### src/rtl/audio_pkg.sv
// Shared types and constants for the audio front end and the sample recorder.
package audio_pkg;

  localparam int SAMPLE_W            = 8;
  localparam int DEFAULT_MAX_SAMPLES = 18000;
  localparam int COUNT_W             = 16;

  typedef logic signed [SAMPLE_W-1:0] sample_t;

  typedef enum logic [1:0] {
    IDLE,
    ARMED,
    RECORDING,
    FULL
  } rec_state_t;

  // Clamp a centred PDM density to the signed 8-bit sample range.
  function automatic sample_t sat_sample(input int value);
    if (value > 127) begin
      return sample_t'(127);
    end else if (value < -128) begin
      return sample_t'(-128);
    end else begin
      return sample_t'(value);
    end
  endfunction

endpackage

### src/rtl/audio_front_end_debouncer.sv
// Two-flop synchroniser followed by a stability counter; the output level
// only follows the button once it has held a new level long enough.
module audio_front_end_debouncer #(
  parameter int DEBOUNCE_CYCLES = 1000000
) (
  input  logic clk_in,
  input  logic rst_n_in,
  input  logic btn_in,
  output logic level_out
);

  localparam int CW = (DEBOUNCE_CYCLES > 1) ? $clog2(DEBOUNCE_CYCLES) : 1;
  localparam logic [CW-1:0] CNT_LAST = CW'(DEBOUNCE_CYCLES - 1);

  logic [1:0]    sync_reg;
  logic          level_reg;
  logic [CW-1:0] cnt_reg;

  always_ff @(posedge clk_in or negedge rst_n_in) begin
    if (!rst_n_in) begin
      sync_reg  <= 2'b00;
      level_reg <= 1'b0;
      cnt_reg   <= '0;
    end else begin
      sync_reg <= {sync_reg[0], btn_in};
      // Any sample agreeing with the accepted level restarts the stability window.
      if (sync_reg[1] == level_reg) begin
        cnt_reg <= '0;
      end else if (cnt_reg == CNT_LAST) begin
        level_reg <= ~level_reg;
        cnt_reg   <= '0;
      end else begin
        cnt_reg <= cnt_reg + CW'(1);
      end
    end
  end

  assign level_out = level_reg;

endmodule

### src/rtl/audio_front_end.sv
// PDM clock generation, PDM-to-PCM decimation and the sample-aligned record
// gate that feeds the recorder.
module audio_front_end
  import audio_pkg::*;
#(
  parameter int PDM_DIV         = 32,
  parameter int DECIM           = 256,
  parameter int DEBOUNCE_CYCLES = 1000000,
  parameter int MAX_SAMPLES     = DEFAULT_MAX_SAMPLES
) (
  input  logic                clk_in,
  input  logic                rst_n_in,
  input  logic                pdm_data_in,
  input  logic                record_btn_in,
  output logic                pdm_clk_out,
  output logic [SAMPLE_W-1:0] audio_out,
  output logic                audio_valid_out,
  output logic                record_out,
  output logic                rec_full_out,
  output logic [COUNT_W-1:0]  rec_count_out
);

  localparam int DIV_W = $clog2(PDM_DIV);
  localparam int BIT_W = (DECIM > 1) ? $clog2(DECIM) : 1;
  localparam logic [DIV_W-1:0]   DIV_LAST = DIV_W'(PDM_DIV - 1);
  localparam logic [BIT_W-1:0]   BIT_LAST = BIT_W'(DECIM - 1);
  localparam logic [COUNT_W-1:0] MAX_CNT  = COUNT_W'(MAX_SAMPLES);

  logic [1:0]       pdm_sync_reg;
  logic [DIV_W-1:0] div_cnt_reg, div_cnt_next;
  logic             pdm_clk_reg;
  logic             capture;
  logic [8:0]       ones_reg, ones_sum;
  logic [BIT_W-1:0] bit_cnt_reg;
  logic [8:0]       final_reg;
  logic             final_valid_reg;
  sample_t          audio_reg;
  logic             valid_reg;

  logic               btn_level;
  rec_state_t         state_reg, state_next;
  logic               record_reg, record_next;
  logic               full_reg, full_next;
  logic [COUNT_W-1:0] count_reg, count_next;

  assign div_cnt_next = (div_cnt_reg == DIV_LAST) ? '0 : div_cnt_reg + DIV_W'(1);
  assign capture      = (div_cnt_reg == DIV_LAST);
  assign ones_sum     = ones_reg + 9'(pdm_sync_reg[1]);

  always_ff @(posedge clk_in or negedge rst_n_in) begin
    if (!rst_n_in) begin
      pdm_sync_reg    <= 2'b00;
      div_cnt_reg     <= '0;
      pdm_clk_reg     <= 1'b1;
      ones_reg        <= '0;
      bit_cnt_reg     <= '0;
      final_reg       <= '0;
      final_valid_reg <= 1'b0;
      audio_reg       <= '0;
      valid_reg       <= 1'b0;
    end else begin
      pdm_sync_reg    <= {pdm_sync_reg[0], pdm_data_in};
      div_cnt_reg     <= div_cnt_next;
      // Registered from the next count so the pin tracks the live div_cnt.
      pdm_clk_reg     <= (int'(div_cnt_next) < PDM_DIV / 2);
      final_valid_reg <= 1'b0;
      if (capture) begin
        if (bit_cnt_reg == BIT_LAST) begin
          final_reg       <= ones_sum;
          final_valid_reg <= 1'b1;
          ones_reg        <= '0;
          bit_cnt_reg     <= '0;
        end else begin
          ones_reg    <= ones_sum;
          bit_cnt_reg <= bit_cnt_reg + BIT_W'(1);
        end
      end
      valid_reg <= final_valid_reg;
      if (final_valid_reg) begin
        audio_reg <= sat_sample(int'(final_reg) - DECIM / 2);
      end
    end
  end

  audio_front_end_debouncer #(
    .DEBOUNCE_CYCLES(DEBOUNCE_CYCLES)
  ) u_debouncer (
    .clk_in   (clk_in),
    .rst_n_in (rst_n_in),
    .btn_in   (record_btn_in),
    .level_out(btn_level)
  );

  always_ff @(posedge clk_in or negedge rst_n_in) begin
    if (!rst_n_in) begin
      state_reg  <= IDLE;
      record_reg <= 1'b0;
      full_reg   <= 1'b0;
      count_reg  <= '0;
    end else begin
      state_reg  <= state_next;
      record_reg <= record_next;
      full_reg   <= full_next;
      count_reg  <= count_next;
    end
  end

  // Gate and count only move on a strobe cycle, so the recorder never sees
  // the gate change underneath a valid sample.
  always_comb begin
    state_next  = state_reg;
    record_next = record_reg;
    full_next   = full_reg;
    count_next  = count_reg;
    case (state_reg)
      IDLE: begin
        if (btn_level) begin
          state_next = ARMED;
          count_next = '0;
          full_next  = 1'b0;
        end
      end
      ARMED: begin
        if (!btn_level) begin
          state_next = IDLE;
        end else if (valid_reg) begin
          state_next  = RECORDING;
          record_next = 1'b1;
        end
      end
      RECORDING: begin
        if (valid_reg && record_reg && (count_reg < MAX_CNT)) begin
          count_next = count_reg + COUNT_W'(1);
          if (count_next == MAX_CNT) begin
            state_next  = FULL;
            record_next = 1'b0;
            full_next   = 1'b1;
          end else if (!btn_level) begin
            state_next  = IDLE;
            record_next = 1'b0;
          end
        end
      end
      FULL: begin
        if (!btn_level) begin
          state_next = IDLE;
        end
      end
      default: begin
        state_next  = IDLE;
        record_next = 1'b0;
      end
    endcase
  end

  assign pdm_clk_out     = pdm_clk_reg;
  assign audio_out       = audio_reg;
  assign audio_valid_out = valid_reg;
  assign record_out      = record_reg;
  assign rec_full_out    = full_reg;
  assign rec_count_out   = count_reg;

endmodule

### config.mk
export PLATFORM = sky130hd
export DESIGN_NAME = audio_front_end
export DESIGN_NICKNAME = d
export VERILOG_FILES = /design/src/rtl/audio_pkg.sv /design/src/rtl/audio_front_end_debouncer.sv /design/src/rtl/audio_front_end.sv
export SDC_FILE = /design/constraint.sdc
export NUM_CORES = 1
export LEC_CHECK = 0
export ABC_AREA = 0
export CAP_MARGIN = 20
export CORE_ASPECT_RATIO = 0.9
export CORE_MARGIN = 4
export CORE_UTILIZATION = 45
export DETAILED_ROUTE_END_ITERATION = 7
export DONT_BUFFER_PORTS = 1
export SLEW_MARGIN = 20
export SYNTH_ARGS = -nofsm -noshare
export SYNTH_HDL_FRONTEND = slang
export SYNTH_SLANG_ARGS = --single-unit
### constraint.sdc
create_clock -name clk_in -period 4.7 [get_ports clk_in]
set_clock_uncertainty 0.15 [all_clocks]
set_input_delay 1.41 -clock clk_in [delete_from_list [all_inputs] [get_ports clk_in]]
set_output_delay 1.41 -clock clk_in [all_outputs]
set_load 0.05 [all_outputs]
==> impl_metrics.tcl, run 1 <==
set metrics [dict create \
    outcome "complete, no violations" \
    grt_overflow 0 \
    yosysWarnings 0 \
    grtUsageMet1 0.213 \
    dp_hpwl_um 5240 \
    synth_cell_types 52 \
    clock_latency_ps 360 \
    crit_type "reg -> reg" \
    tightestPinTransition_ps 1020 \
    drt-pass1-iter-count 4 \
    post-place-ws_ps 1640 \
    syn_inst 426 \
    grt_usage 0.157 \
    grt-busiest-layer "met2" \
    end_kind "flop" \
    synth_common_cells "86 x dfrtp_1, 55 x nor2_1, 48 x nand2_1, 25 x o21ai_0, 22 x xnor2_1" \
    ios 32 \
    dp_cells 533 \
    synth_top_area_share 0.513 \
    tns_ps 0 \
    syn_nets 440 \
    cp.arrival_ps 2920 \
    ir_drop_uv 227 \
    nets 436 \
    drive_gt1_frac 0.0749 \
    grt_pass1_wl_um 13600 \
    grt.met3_usage 0.0461 \
    startpoint_type "flop" \
    drt_wl_total_um 7800 \
    cts_tree "done" \
    n_antenna_cell 0 \
    maxCapViolations 0 \
    largest_reg_flops 20 \
    drv_slew 0 \
    power_density_nw_per_um2 309 \
    die_area_um2 10900 \
    post_cts_buffers 0 \
    synth_ff_type "dfrtp_1" \
    synth_seq_cells 87 \
    start_util 0.462 \
    std_cell_rows 33 \
    syn_area_per_cell_um2 9.85 \
    hold_class "reg -> reg" \
    yosysMostFrequentCell "dfrtp_1" \
    dieWidth_um 110 \
    rsz0062_at_grt "no" \
    ctsLongestPathBuffers 2 \
    synth_area_leader_cell "dfrtp_1" \
    routed_via_density 5.28 \
    cts_max_level 3 \
    syn_area_um2 4190 \
    synth-edff-count 0 \
    antenna_found_initial 0 \
    place.gp.congestion 0.769 \
    hold_viol_final 0 \
    setup_viol 0 \
    grt_pass1_vias 2794 \
    finalCritPeriodShare 0.608 \
    cts.sinks 87 \
    cts_resized 0 \
    fill_cells 844 \
    numCtsBuffers 9 \
    fmax_mhz 350 \
    clkTransAtPathRegs_ps 90 \
    leakagePower_nw 1.91 \
    core-area_um2 9080 \
    required_ps 4760 \
    drc 0 \
    synthArstFlopShare 1.00 \
    io_buffers 0 \
    cts-root-buf "clkbuf_8" \
    synth_seq_area_share 0.519 \
    slew_headroom 0.313 \
    post_drt_wl_per_cell_um 14.2 \
    ant_nets 0 \
    grt_max_degree 88 \
    drt_iter0_drc 105 \
    synth.top_cells.by_area "dfrtp_1 51%, nor2_1 4.9%, xnor2_1 4.6%" \
    grtUsageMet2 0.240 \
    fin_crit_ps 2860 \
    final_cells 549 \
    hold_buffers 0 \
    areaGrowthSynthToFinish_pct 7.67 \
    vias 2901 \
    die_h_um 99.6 \
    fin_ws_ps 1840 \
    worstPathMaxFanout 19 \
]
## cell usage in the layout, fill, tap and decap left out, types with 4 or more instances in the layout
cell type	n
dfrtp_1	86
nor2_1	55
nand2_1	48
o21ai_0	25
xnor2_1	22
nand3_1	19
inv_1	19
a21oi_1	19
xor2_1	13
a31oi_1	12
ha_1	10
nand4_1	9
clkbuf_8	9
o31ai_1	8
and3_1	5
nor3_1	5
and2_1	4
nand2b_1	4
## final timing paths
| path | start | end | slack (ps) | cells after the start |
|---|---|---|---|---|
| max in group asynchronous | rst_n_in | pdm_clk_out | 3590 | 0 |
| hold reg to reg | u_debouncer.sync_reg[0] | u_debouncer.sync_reg[1] | 210 | 0 |
| hold / removal | u_debouncer.sync_reg[0] | u_debouncer.sync_reg[1] | 210 | 0 |
| min in group asynchronous | rst_n_in | rec_count_out[6] | 580 | 0 |
| setup / recovery | div_cnt_reg[0] | final_reg[8] | 1840 | 8 |
| setup reg to reg | div_cnt_reg[0] | final_reg[8] | 1840 | 8 |
## final cells by class
class                      instances  area (um2)  area share
tap                              122         153      0.0338
sequential                        87        2180       0.482
multi-input combinational        304        1860       0.412
clock buffer                       9         124      0.0274
inverter                          19        71.3      0.0158
clock inverter                     7         120      0.0266
timing repair buffer               1        7.51     0.00166
## metal layers
metal	vias up	wire, um
met5	-	0
met1	1395	3730
met3	8	323
met2	37	3640
met4	0	111
li1	1461	-
## per-stage QoR
| step | hold WS [ps] | util | cell area, um2 | power [mW] |
|---|---|---|---|---|
| 3_3_place_gp | 188 | 0.470 | 4270 | 0.780 |
| 6_report | 209 | 0.497 | 4520 | 1.39 |
| 4_1_cts | 213 | 0.497 | 4510 | 1.42 |
| 3_5_place_dp | 194 | 0.470 | 4270 | 0.780 |
| 2_1_floorplan | 181 | - | 4190 | 0.778 |
| 5_1_grt | 221 | 0.497 | 4520 | 1.45 |
## report_power, final
part           internal (mW)  switching (mW)
sequential             0.752         0.00254
combinational        0.00377         0.00656
clock                  0.355           0.274
total                   1.11           0.284
## critical path, cell delays in order, from the launching register on
cell	delay, ps
dfrtp_1	380
ha_1	190
and3_1	170
ha_1	490
inv_1	170
nor3_1	390
nand3_1	490
nand2_1	180
o21ai_0	100
## cell families after synthesis
group | count (synthesis) | share of synthesized area
AND/OR/NAND/NOR | 170 | 0.205
flip-flops | 87 | 0.519
AO/OA/AOI/OAI | 85 | 0.126
XOR/XNOR | 35 | 0.0731
buffers and inverters | 35 | 0.0373
adder cells (fa/ha/maj) | 10 | 0.0298
multiplexers | 4 | 0.0101
No activity file was read; power rests on OpenSTA's default activity.
==> run 2, diff against run 1 <==
==> constraint.sdc (replaced) <==
create_clock -name clk_in -period 2.6 [get_ports clk_in]
set_clock_uncertainty 0.15 [all_clocks]
set_input_delay 0.78 -clock clk_in [delete_from_list [all_inputs] [get_ports clk_in]]
set_output_delay 0.78 -clock clk_in [all_outputs]
set_load 0.05 [all_outputs]
==> run 2 against run 1 <==
Against the previous run: the flow now finishes with violations (hold timing); worst setup slack worse by 1600 ps; total power up 67%; clock-buffer cell count up 3; fmax up 21%; sequential power up 80%; worst hold slack worse by 240 ps; via count up 4.6%; routed wire length up 0.15%; flip-flop and latch count unchanged; first-iteration DRC count up 43%; core utilization up 1.4 points; global-route usage down 0.14 points; critical path type unchanged; highest routed layer unchanged.
==> impl_metrics.tcl, run 2 (synthesized netlist as in run 1, its figures left out) <==
set metrics [dict create \
    outcome "finished with violations" \
    violations "hold timing" \
    hold_ws_ps -32.0 \
    finalCritPeriodShare 0.907 \
    ir_drop_uv 268 \
    clkTransAtPathRegs_ps 80 \
    drv_slew 0 \
    dp_hpwl_um 5410 \
    required_ps 2680 \
    path_cells "ha_1, and3_1, ha_1, inv_1, nor3_1, nand3_1, buf_4, nand2_1, o21ai_0" \
    place.gp.congestion 0.798 \
    r2r_start "div_cnt_reg[0]" \
    antenna_found_initial 0 \
    dp_cells 556 \
    grt_overflow 0 \
    crit_start "div_cnt_reg[0]" \
    end_kind "flop" \
    io_buffers 0 \
    largest_reg_flops 20 \
    dieWidth_um 110 \
    maxCapViolations 0 \
    fin_crit_ps 2360 \
    crit_type "reg -> reg" \
    wl_met2_um 3640 \
    maxUsedRoutingLayer "met4" \
    setup_viol 0 \
    ant_nets 0 \
    regArea_um2 2180 \
    die_h_um 99.6 \
    routed_via_density 5.32 \
    cts_max_level 3 \
    worstPathMaxFanout 19 \
    vias 3035 \
    ios 32 \
    drt-pass1-iter-count 5 \
    nets 459 \
    hold_class "in -> async" \
    drt-met1-wl_um 3690 \
    wl_met3_um 347 \
    fmax_mhz 424 \
    post_drt_wl_per_cell_um 13.7 \
    final_common_cell "dfrtp_1" \
    slowest_stage "nor3_1" \
    fill_cells 842 \
    slowest_delay_ps 400 \
    areaGrowthSynthToFinish_pct 10.6 \
    rsz0062_at_grt "no" \
    power_density_nw_per_um2 502 \
    startpoint_type "flop" \
    timing.critical_path.mode_cell "ha_1" \
    mostFrequentLayoutCells "86 x dfrtp_1, 55 x nor2_1, 48 x nand2_1, 25 x o21ai_0, 24 x buf_4" \
    die_area_um2 10900 \
    leakagePower_nw 2.01 \
    grt_pass1_vias 2830 \
    cts-root-buf "clkbuf_8" \
    cts_tree "done" \
    hold_viol_final 86 \
    ctsLongestPathBuffers 2 \
    slew_headroom 0.652 \
    clock_latency_ps 350 \
    grt_usage 0.156 \
    drive_gt1_frac 0.116 \
    cts.sinks 87 \
    n_antenna_cell 0 \
    numCtsBuffers 9 \
    grt_pass1_wl_um 13600 \
    tns_ps 0 \
    multi_input_area_um2 1860 \
    final_cells 571 \
    grt_max_degree 88 \
    tightestPinTransition_ps 522 \
    std_cell_rows 33 \
    core-area_um2 9080 \
    drc 0 \
    drt_wl_total_um 7810 \
    start_util 0.462 \
    drt_iter0_drc 150 \
    cp.arrival_ps 2440 \
]
## run 2: cell count changes in the layout (fill, tap and decap cells not counted)
cell       before  now
inv_6           1    0
nor2b_2         1    0
clkinv_4        1    0
clkbuf_1        0    1
clkbuf_8        9   11
nor2b_1         2    3
bufinv_16       3    1
buf_4           1   24
## run 2: per-stage QoR
stage	total power, mW	utilization	hold WS (ps)	setup WS, ps	area, um2
CTS	2.38	0.511	-57.3	249	4640
finish	2.33	0.511	-32.0	241	4640
floorplan	1.41	-	181	235	4190
detailed placement	1.41	0.489	186	239	4440
global placement	1.41	0.489	183	378	4440
global route	2.44	0.511	-66.7	26.7	4640
## run 2: area by class of cell
type	count	area share
timing repair buffer	24	0.0388
multi-input combinational	304	0.401
clock inverter	3	0.00917
clock buffer	12	0.0334
tap	122	0.0329
sequential	87	0.470
inverter	19	0.0154
## run 2: timing repair
item / CTS / global route
resized for setup: 0 / 0
buffers inserted: 0 / 0
hold endpoints to repair: 86 / 86
## run 2: report_power, final
part / total (mW) / internal, mW / switching, mW
Sequential: 1.36 / 1.36 / 0.00466
Combinational: 0.0194 / 0.00697 / 0.0125
Clock: 0.948 / 0.491 / 0.457
## run 2: worst max-delay path: cells and delay by family, from the launching register on
| kind | cells | cell delay (ps) |
|---|---|---|
| and+or+nand+nor | 4 | 770 |
| adders and majority gates | 2 | 530 |
| DFF | 1 | 380 |
| buffers and inverters | 2 | 340 |
| AOI/OAI and AO/OA | 1 | 70 |
## run 2: path summary, 6_finish.rpt
path,end,slack (ps),depth (start not counted)
max in group asynchronous,pdm_clk_out,2120,0
worst max register to register,final_reg[6],240,9
min in group clk_in,u_debouncer.sync_reg[1],200,0
worst min register to register,u_debouncer.sync_reg[1],200,0
worst min-delay path,rec_count_out[6],-30,0
worst max-delay path,final_reg[6],240,9
## run 2: metal layers
layer / global-route usage / vias to the layer above
li1: - / 1518
met1: 0.209 / 1452
met2: 0.241 / 54
met3: 0.0428 / 11
met4: 0.0566 / 0
met5: 0 / -
==> run 3, diff against run 2 <==
--- a/config.mk
+++ b/config.mk
@@ -8,10 +8,11 @@
 export ABC_AREA = 0
 export CAP_MARGIN = 20
 export CORE_ASPECT_RATIO = 0.9
-export CORE_MARGIN = 4
+export CORE_MARGIN = 8
 export CORE_UTILIZATION = 45
 export DETAILED_ROUTE_END_ITERATION = 7
 export DONT_BUFFER_PORTS = 1
+export PLACE_DENSITY_LB_ADDON = 0.3
 export SLEW_MARGIN = 20
 export SYNTH_ARGS = -nofsm -noshare
 export SYNTH_HDL_FRONTEND = slang
==> constraint.sdc (replaced) <==
create_clock -name clk_in -period 2.1 [get_ports clk_in]
set_clock_uncertainty 0.15 [all_clocks]
set_input_delay 0.63 -clock clk_in [delete_from_list [all_inputs] [get_ports clk_in]]
set_output_delay 0.63 -clock clk_in [all_outputs]
set_load 0.05 [all_outputs]
==> run 3 against run 2 <==
Against the previous run: the flow still finishes with violations (hold timing); via count grew 1.1%; clock-buffer cell count is the same; highest routed layer unchanged; clock power grew 28%; cell count grew 2.8%; core utilization grew 2.2 points; worst hold slack lost 160 ps; non-clock buffer count grew 14; sequential power grew 24%; worst setup slack lost 150 ps.
==> impl_metrics.tcl, run 3 (synthesized netlist as in run 1, its figures left out) <==
set metrics [dict create \
    post_drt_wl_per_cell_um 14.3 \
    slowest_stage "dfrtp_2" \
    finalCritPeriodShare 0.959 \
    place.gp.congestion 0.828 \
    start_util 0.462 \
    die_h_um 108 \
    drt-pass1-iter-count 4 \
    dieWidth_um 118 \
    final_common_cell "dfrtp_1" \
    switchingPower_mw 0.608 \
    outcome "finished with violations" \
    std_cell_rows 33 \
    grt_pass1_wl_um 14400 \
    ant_nets 0 \
    crit_start "rec_count_out[3]" \
    mostFrequentLayoutCells "75 x dfrtp_1, 55 x nor2_1, 46 x nand2_1, 37 x buf_4, 24 x o21ai_0" \
    end_kind "flop" \
    drt_iter0_drc 235 \
    ios 32 \
    core-area_um2 9080 \
    antenna_found_initial 0 \
    violations "hold timing" \
    crit_type "reg -> reg" \
    drive_gt1_frac 0.187 \
    power_mw 2.92 \
    die_area_um2 12700 \
    drv_slew 0 \
    required_ps 2200 \
    routed_via_density 5.22 \
    ir_drop_uv 377 \
    tightestPinTransition_ps 543 \
    cp.arrival_ps 2120 \
    placed_area_um2 4550 \
    p_seq_frac 0.579 \
    grt_max_degree 88 \
    cts_max_level 3 \
    ctsLongestPathBuffers 2 \
    swShare 0.208 \
    startpoint_type "flop" \
    cts_tree "done" \
    path_cells "nand4_4, or3_4, nor2_4, xnor2_1, o2111ai_2, a21o_1" \
    clkTransAtPathRegs_ps 80 \
    setup_viol 0 \
    numCtsBuffers 9 \
    slowest_delay_ps 450 \
    hold_ws_ps -190 \
    io_buffers 0 \
    nets 474 \
    rrSetupSlack_ps 90 \
    cts.sinks 87 \
    hold_viol_final 86 \
    worstPathMaxFanout 7 \
    fin_crit_ps 2010 \
    cts-root-buf "clkbuf_8" \
    grt_usage 0.142 \
    drc 0 \
    vias 3067 \
    tns_ps 0 \
    drt_wl_total_um 8390 \
    design_area_um2 4840 \
    hold_class "in -> async" \
    p_int_mw 2.31 \
    comb_power_share 0.008 \
    grt_pass1_vias 2961 \
    clock_latency_ps 360 \
    areaGrowthSynthToFinish_pct 15.4 \
    power_density_nw_per_um2 603 \
    fmax_mhz 497 \
    grt_overflow 0 \
    maxCapViolations 0 \
    r2r_start "rec_count_out[3]" \
    leakagePower_nw 2.08 \
    dp_hpwl_um 5850 \
    clkPwrFrac 0.413 \
    n_antenna_cell 0 \
    largest_reg_flops 20 \
    slew_headroom 0.638 \
]
run 3: cell count changes in the layout (fill, tap and decap cells not counted), sizes merged:
cell | before | now
buf | 24 | 38
clkinvlp | 1 | 2
nand3 | 20 | 21
run 3: area by class of cell:
type	count	area (um2)
Clock buffer	12	155
Clock inverter	4	53.8
Fill cell	825	4240
Sequential cell	87	2190
Tap cell	122	153
Multi-Input combinational cell	305	1930
Inverter	19	71.3
Timing Repair Buffer	38	289
run 3: worst max-delay path, delay by kind of cell (launching register included):
kind	cells	cell delay [ps]
flops	1	450
compound gates	2	460
simple gates	3	670
xor+xnor	1	170
run 3: routing by layer:
layer	share of wire	vias to the layer above	track usage
met4	0.0087	0	0.0384
met5	0	-	0
met2	0.49	47	0.238
met1	0.46	1471	0.169
li1	-	1542	-
met3	0.047	7	0.0524
run 3: through the flow:
stage,cells,setup WS [ps],util
final,587,86.5,0.533
after global routing,587,-9.04,0.533
after detailed placement,565,31.1,0.500
after CTS,581,23.8,0.524
after floorplan,426,-9.67,-
after global placement,565,86.9,0.500
run 3: what timing repair did:
action,in CTS,in global routing
resized for setup,1,9
hold endpoints to repair,87,87
setup buffers,0,5
setup endpoints to repair,1,37
pin swaps,0,7
cloned,0,1
run 3: worst paths after layout:
path	end	cells past startpoint
setup / recovery	record_out	6
hold / removal	rec_count_out[3]	0
setup reg to reg	record_out	6
hold reg to reg	pdm_sync_reg[1]	0
max in group asynchronous	pdm_clk_out	0
min in group clk_in	u_debouncer.sync_reg[0]	0
run 3: power by group through the flow:
stage | Clock, mW | Combinational, mW | Sequential [mW]
6_report | 1.21 | 0.0233 | 1.69
2_1_floorplan | 0 | 0.0198 | 1.72
5_1_grt | 1.31 | 0.0268 | 1.69
3_3_place_gp | 0 | 0.0225 | 1.72
3_5_place_dp | 0 | 0.0229 | 1.72
4_1_cts | 1.26 | 0.0233 | 1.69
